==> src/rtl/comm_pkg.sv <==
// Shared types and default widths for the ROM-fetch / RAM-store FSM pair.
package comm_pkg;

  localparam int ADDR_W_DEF = 16;
  localparam int DATA_W_DEF = 32;

  typedef enum logic [1:0] {
    IDLE      = 2'd0,
    SEND_ADDR = 2'd1,
    WAIT      = 2'd2,
    FINISH    = 2'd3
  } state_t;

endpackage

==> src/rtl/fsm_store_ram_if.sv <==
// Start/finish handshake plus RAM write port of the store FSM.
interface fsm_store_ram_if #(
  parameter int ADDR_W = comm_pkg::ADDR_W_DEF,
  parameter int DATA_W = comm_pkg::DATA_W_DEF
);

  logic              start;
  logic              clear;
  logic [DATA_W-1:0] data_in;
  logic [ADDR_W-1:0] address_for_RAM;
  logic [DATA_W-1:0] data_to_RAM;
  logic              wren;
  logic              finish;
  logic              overflow;
  logic              full;
  logic [ADDR_W:0]   word_count;

  modport master (
    output start, clear, data_in,
    input  address_for_RAM, data_to_RAM, wren, finish, overflow, full, word_count
  );

  modport slave (
    input  start, clear, data_in,
    output address_for_RAM, data_to_RAM, wren, finish, overflow, full, word_count
  );

endinterface

==> src/rtl/fsm_store_ram_wr_addr_counter.sv <==
// Write pointer and written-word count with wrap-or-saturate behaviour at DEPTH-1.
module wr_addr_counter #(
  parameter int ADDR_W = comm_pkg::ADDR_W_DEF,
  parameter int DEPTH  = 65536,
  parameter int WRAP   = 0
) (
  input  logic              clk,
  input  logic              reset_n,
  input  logic              inc,
  input  logic              clear,
  output logic [ADDR_W-1:0] ptr,
  output logic [ADDR_W:0]   count,
  output logic              full
);

  localparam logic [ADDR_W-1:0] LAST    = ADDR_W'(DEPTH - 1);
  localparam logic [ADDR_W:0]   CNT_MAX = (ADDR_W + 1)'(DEPTH);

  always_ff @(posedge clk or negedge reset_n) begin
    if (!reset_n) begin
      ptr   <= '0;
      count <= '0;
      full  <= 1'b0;
    end else if (clear) begin
      ptr   <= '0;
      count <= '0;
      full  <= 1'b0;
    end else if (inc) begin
      if (ptr == LAST) begin
        if (WRAP != 0) ptr  <= '0;
        else           full <= 1'b1;
      end else begin
        ptr <= ptr + 1'b1;
      end
      // count wraps naturally when WRAP=1; otherwise it stops at DEPTH
      if ((WRAP != 0) || (count != CNT_MAX))
        count <= count + 1'b1;
    end
  end

endmodule

==> src/rtl/fsm_store_ram.sv <==
// Store FSM: one start/finish handshake writes one word to RAM at an auto-incrementing address.
//
// state     | meaning
// IDLE      | wait for start or clear
// SEND_ADDR | wren high, address/data presented to RAM
// WAIT      | wren low, address/data held for RAM settle
// FINISH    | finish pulse (with overflow if refused); pointer advances on exit
module fsm_store_ram
  import comm_pkg::*;
#(
  parameter int ADDR_W = ADDR_W_DEF,
  parameter int DATA_W = DATA_W_DEF,
  parameter int DEPTH  = 65536,
  parameter int WRAP   = 0
) (
  input  logic           clk,
  input  logic           reset_n,
  fsm_store_ram_if.slave bus
);

  state_t            state;
  logic [DATA_W-1:0] data_q;
  logic              wren_q;
  logic              finish_q;
  logic              overflow_q;
  logic              wrote_q;

  logic              cnt_inc;
  logic              cnt_clear;
  logic [ADDR_W-1:0] ptr;
  logic [ADDR_W:0]   count;
  logic              full;

  assign cnt_clear = (state == IDLE) && bus.clear;
  assign cnt_inc   = (state == FINISH) && wrote_q;

  wr_addr_counter #(
    .ADDR_W (ADDR_W),
    .DEPTH  (DEPTH),
    .WRAP   (WRAP)
  ) u_cnt (
    .clk     (clk),
    .reset_n (reset_n),
    .inc     (cnt_inc),
    .clear   (cnt_clear),
    .ptr     (ptr),
    .count   (count),
    .full    (full)
  );

  always_ff @(posedge clk or negedge reset_n) begin
    if (!reset_n) begin
      state      <= IDLE;
      data_q     <= '0;
      wren_q     <= 1'b0;
      finish_q   <= 1'b0;
      overflow_q <= 1'b0;
      wrote_q    <= 1'b0;
    end else begin
      case (state)
        IDLE: begin
          wren_q     <= 1'b0;
          finish_q   <= 1'b0;
          overflow_q <= 1'b0;
          // clear takes priority and swallows a coincident start
          if (!bus.clear && bus.start) begin
            if (full) begin
              state      <= FINISH;
              finish_q   <= 1'b1;
              overflow_q <= 1'b1;
              wrote_q    <= 1'b0;
            end else begin
              state   <= SEND_ADDR;
              data_q  <= bus.data_in;
              wren_q  <= 1'b1;
              wrote_q <= 1'b1;
            end
          end
        end
        SEND_ADDR: begin
          wren_q <= 1'b0;
          state  <= WAIT;
        end
        WAIT: begin
          finish_q <= 1'b1;
          state    <= FINISH;
        end
        FINISH: begin
          finish_q   <= 1'b0;
          overflow_q <= 1'b0;
          wrote_q    <= 1'b0;
          state      <= IDLE;
        end
        default: begin
          state      <= IDLE;
          wren_q     <= 1'b0;
          finish_q   <= 1'b0;
          overflow_q <= 1'b0;
          wrote_q    <= 1'b0;
        end
      endcase
    end
  end

  assign bus.address_for_RAM = ptr;
  assign bus.data_to_RAM     = data_q;
  assign bus.wren            = wren_q;
  assign bus.finish          = finish_q;
  assign bus.overflow        = overflow_q;
  assign bus.full            = full;
  assign bus.word_count      = count;

endmodule

==> src/flat_wrapper.sv <==
// flat-port wrapper written by rule: the top's interface ports become plain ports
module fsm_store_ram_flat import comm_pkg::*;
#(
  parameter int ADDR_W = ADDR_W_DEF,
  parameter int DATA_W = DATA_W_DEF,
  parameter int DEPTH  = 65536,
  parameter int WRAP   = 0
)
  (clk, reset_n, bus_start, bus_clear, bus_data_in, bus_address_for_RAM, bus_data_to_RAM, bus_wren, bus_finish, bus_overflow, bus_full, bus_word_count);
  fsm_store_ram_if #(.ADDR_W(ADDR_W), .DATA_W(DATA_W)) bus_i ();
  input  logic clk;
  input  logic reset_n;
  input wire logic [$bits(bus_i.start)-1:0] bus_start;
  input wire logic [$bits(bus_i.clear)-1:0] bus_clear;
  input wire logic [$bits(bus_i.data_in)-1:0] bus_data_in;
  output wire logic [$bits(bus_i.address_for_RAM)-1:0] bus_address_for_RAM;
  output wire logic [$bits(bus_i.data_to_RAM)-1:0] bus_data_to_RAM;
  output wire logic [$bits(bus_i.wren)-1:0] bus_wren;
  output wire logic [$bits(bus_i.finish)-1:0] bus_finish;
  output wire logic [$bits(bus_i.overflow)-1:0] bus_overflow;
  output wire logic [$bits(bus_i.full)-1:0] bus_full;
  output wire logic [$bits(bus_i.word_count)-1:0] bus_word_count;
  assign bus_i.start = bus_start;
  assign bus_i.clear = bus_clear;
  assign bus_i.data_in = bus_data_in;
  assign bus_address_for_RAM = bus_i.address_for_RAM;
  assign bus_data_to_RAM = bus_i.data_to_RAM;
  assign bus_wren = bus_i.wren;
  assign bus_finish = bus_i.finish;
  assign bus_overflow = bus_i.overflow;
  assign bus_full = bus_i.full;
  assign bus_word_count = bus_i.word_count;
  fsm_store_ram #(.ADDR_W(ADDR_W), .DATA_W(DATA_W), .DEPTH(DEPTH), .WRAP(WRAP)) u_core (.clk(clk), .reset_n(reset_n), .bus(bus_i));
endmodule
==> config.mk <==
export PLATFORM = sky130hd
export DESIGN_NAME = fsm_store_ram_flat
export DESIGN_NICKNAME = d
export VERILOG_FILES = /design/src/rtl/comm_pkg.sv /design/src/rtl/fsm_store_ram_if.sv /design/src/rtl/fsm_store_ram_wr_addr_counter.sv /design/src/rtl/fsm_store_ram.sv /design/src/flat_wrapper.sv
export SDC_FILE = /design/constraint.sdc
export NUM_CORES = 1
export LEC_CHECK = 0
export ABC_CLOCK_PERIOD_IN_PS = 2500
export CAP_MARGIN = 10
export CORE_MARGIN = 3
export CORE_UTILIZATION = 47
export DETAILED_ROUTE_END_ITERATION = 10
export GPL_TIMING_DRIVEN = 0
export PLACE_DENSITY = 0.8
export SLEW_MARGIN = 10
export SYNTH_ARGS = -nofsm -noshare
export SYNTH_HDL_FRONTEND = slang
export SYNTH_SLANG_ARGS = --single-unit
==> constraint.sdc <==
create_clock -name clk -period 2.5 [get_ports clk]
set_input_delay 0.5 -clock clk [delete_from_list [all_inputs] [get_ports clk]]
set_output_delay 0.5 -clock clk [all_outputs]
set_load 0.02 [all_outputs]
==> results by group <==
Synthesis
  – Synthesized area: 3441 um^2
  – Ys Warns: 0
  – Synth Instances: 297
  – Mean Syn Cell Area: 11.59 um^2
  – Synthesized Nets: 342
  – Distinct cells, synth: 49
  – Flops & latches, synth: 72
  – Seq/Total Area, Yosys: 52.36%

Flow run
  – Max-cap check violation count: 0

Timing
  – Final WS setup: 0.3304 ns
  – Final Hold Violating Endpoints: 0
  – Relative slew slack: 65.66%
  – Worst slew pin tran: 0.5151 ns
  – Clk_skew: 0.009776 ns
  – RSZ-0062 raised after global routing: false
  – Slew Limit Fails: 0
  – Fin crit share: 86.78%
  – Hold WS: 0.4868 ns
  – Final setup fails: 0
  – Min Tclk post-route: 2.170 ns
  – F_max: 460.9 MHz

Finish
  – Multi-input gate area: 1565 um^2
  – Layout Nets: 459
  – Commonest non-fill, non-tap cells in the layout: clkdlybuf4s50_1 (103), dfrtp_1 (72), mux2_1 (29)
  – Layout cell share with drive strength beyond 1: 8.831%
  – FILL cells: 509
  – Layout Cells excl Fill: 515
  – Register Area: 1802 um^2
  – Synth-to-Final Area Change: 40.51%
  – Final Core Density: 69.62%
  – Commonest non-fill, non-tap cell in the layout: clkdlybuf4s50_1
  – N_diodes: 0

Setup path
  – Crit path DAT: 2.40 ns
  – Crit path launch type: register
  – WS Path Type: reg -> reg
  – Max Fanout on Critical Path: 10
  – CP Capture Type: register
  – CP Data Required Time: 2.73 ns

Clocking
  – H-tree depth: 3
  – CTS max path bufs: 2
  – Setup Buffers After CTS: 0
  – Worst skew pair latency: 0.34 ns
  – CTS buffer count: 9
  – CTS tree: done
  – Clk Tree Root Cell: clkbuf_8
  – Clk pin slew, worst setup/hold paths: 0.08 ns
  – CTS Sinks: 72

Floorplan
  – # IOs: 105
  – Core box area: 6944 um^2
  – Die width: 91.56 um
  – Die area: 8383 um^2
  – Initial core utilization: 49.55%
  – Rows: 30
  – Die Ht: 91.56 um

Power
  – Pwr/cell area: 953.3 nW/um^2
  – Leakage: 2.040 nW
  – Net Sw Frac: 36.24%
  – Flop pwr share: 37.4%
  – Pint: 2.939 mW
  – VDD IR-drop max: 0.3780 mV
  – Total net switching power: 1.670 mW
  – Logic gate share of total power: 42.6%
  – Clock power share: 20.0%

Routing
  – Iteration-0 DRC Markers: 98
  – Vias/cell: 5.526
  – DRT antenna net count: 0
  – Vias: 2846
  – Routed WL per cell: 16.44 um
  – Detailed Route WL: 8.468 mm
  – Post-route DRC: 0
  – First-pass DRT Iterations: 4

Placed design
  – DPL Wire Length: 6.184 mm
  – Setup WS pre-CTS: 0.06140 ns
  – Placer Congestion: 0.7797
  – Placed insts: 498
  – Port buffer count: 104

Worst hold path
  – HP Class: reg -> reg

Global route
  – Largest net degree at the start of global routing: 62
  – Met1 GRT Util: 27.25%
  – Initial antenna violation count: 0
  – Vias in the first global route: 2842
  – Met2 usage: 33.90%
  – Grt met3 use: 5.054%
  – Peak-usage layer in the global routing report: met2
  – Global-route congestion overflow total: 0
  – Global-route wire length before repair: 13.94 mm
  – All-Layer GR Usage: 20.74%

Run status
  – Status: finished, final reports clean
==> state kept, by name, summed over array words and instances, names as in the netlist <==
name,count
u_core.bus.data_to_RAM,32
u_core.u_cnt.count,17
u_core.u_cnt.ptr,16
u_core.state,2
u_core.bus.finish,1
u_core.bus.overflow,1
u_core.bus.wren,1
u_core.u_cnt.full,1
u_core.wrote_q,1
==> critical path, stage by stage (launching register included) <==
cell,delay (ns)
dfrtp_1,0.44
inv_1,0.15
ha_1,0.34
inv_2,0.07
nor3_2,0.37
buf_2,0.33
mux2_1,0.36
==> final timing paths <==
| path | end | slack, ns | cells past startpoint | from |
|---|---|---|---|---|
| setup / recovery | u_core.bus.data_to_RAM[24] | 0.33 | 6 | u_core.state[1] |
| hold / removal | u_core.bus.finish | 0.49 | 2 | u_core.bus.finish |
| setup reg to reg | u_core.bus.data_to_RAM[24] | 0.33 | 6 | u_core.state[1] |
| hold reg to reg | u_core.bus.finish | 0.49 | 2 | u_core.bus.finish |
| max in group asynchronous | u_core.u_cnt.ptr[12] | 1.41 | 3 | reset_n |
| min in group asynchronous | u_core.bus.data_to_RAM[29] | 0.55 | 2 | reset_n |
==> through the flow <==
stage | total power, mW | cell area, um^2 | setup TNS, ns
floorplan | 2.783 | 3441 | 0
global placement | 3.644 | 4602 | -108.36
detailed placement | 3.728 | 4627 | 0
CTS | 4.653 | 4835 | 0
global route | 4.870 | 4835 | 0
finish | 4.609 | 4835 | 0
==> cell families after synthesis <==
family | share of synthesized area (%)
AND/OR/NAND/NOR | 18.11
buffers and inverters | 2.145
adder cells (fa/ha/maj) | 3.273
multiplexers | 11.64
AO/OA/AOI/OAI | 10.44
flip-flops | 52.36
XOR/XNOR | 2.036
==> synthesized netlist by cell type (all sizes together) <==
library cell,number,area share [%]
a31oi,1,0.18
and3,3,0.58
inv,6,0.65
xor2,6,1.5
or3,8,1.5
o311ai,1,0.25
nand3,9,1.3
o41ai,1,0.25
o21a,1,0.22
dfrtp,72,52
nor4b,3,0.76
o2111ai,1,0.25
nand4,10,2.4
a22o,1,0.51
and2,2,0.44
a21oi,22,3.2
nand2b,4,0.73
nor2,17,1.9
o21ai,13,1.9
and4,7,1.9
mux2i,4,1.2
nand3b,2,0.80
nor3,3,0.73
o211ai,3,0.65
xnor2,2,0.51
a22oi,1,0.22
and4bb,1,0.36
buf,4,0.76
nand2,21,2.3
a31o,2,0.51
clkbuf,4,0.73
o31ai,7,1.5
a41oi,1,0.47
ha,9,3.3
a41o,1,0.29
nor3b,2,0.44
mux2,32,10
nor4,3,0.55
or4,7,1.5
==> area by class of cell <==
type                            instances  share of cell area [%]
Tap cell                               96                   2.484
Multi-Input combinational cell        211                   32.38
Buffer                                  8                   1.061
Clock buffer                           11                   2.924
Inverter                                6                  0.4658
Timing Repair Buffer                  106                   22.26
Sequential cell                        72                   37.27
Clock inverter                          5                   1.165
==> routing by layer <==
metal  vias up  wire, um
met5         -         0
met4         0        73
met1      1374      3816
met3         7       536
li1       1347         -
met2       118      4042
==> power groups by stage <==
stage / registers, mW / logic (mW) / clock network (mW)
4_1_cts: 1.72 / 1.99 / 0.937
6_report: 1.72 / 1.96 / 0.923
3_5_place_dp: 1.74 / 1.98 / 0
5_1_grt: 1.77 / 2.11 / 0.992
3_3_place_gp: 1.72 / 1.92 / 0
2_1_floorplan: 2.11 / 0.676 / 0
==> what timing repair did <==
action	in CTS	in global routing
gates resized for setup	0	0
endpoints found under the hold margin	11	0
hold buffers	1	0
Note: power is estimated with default switching activity, not from simulation.
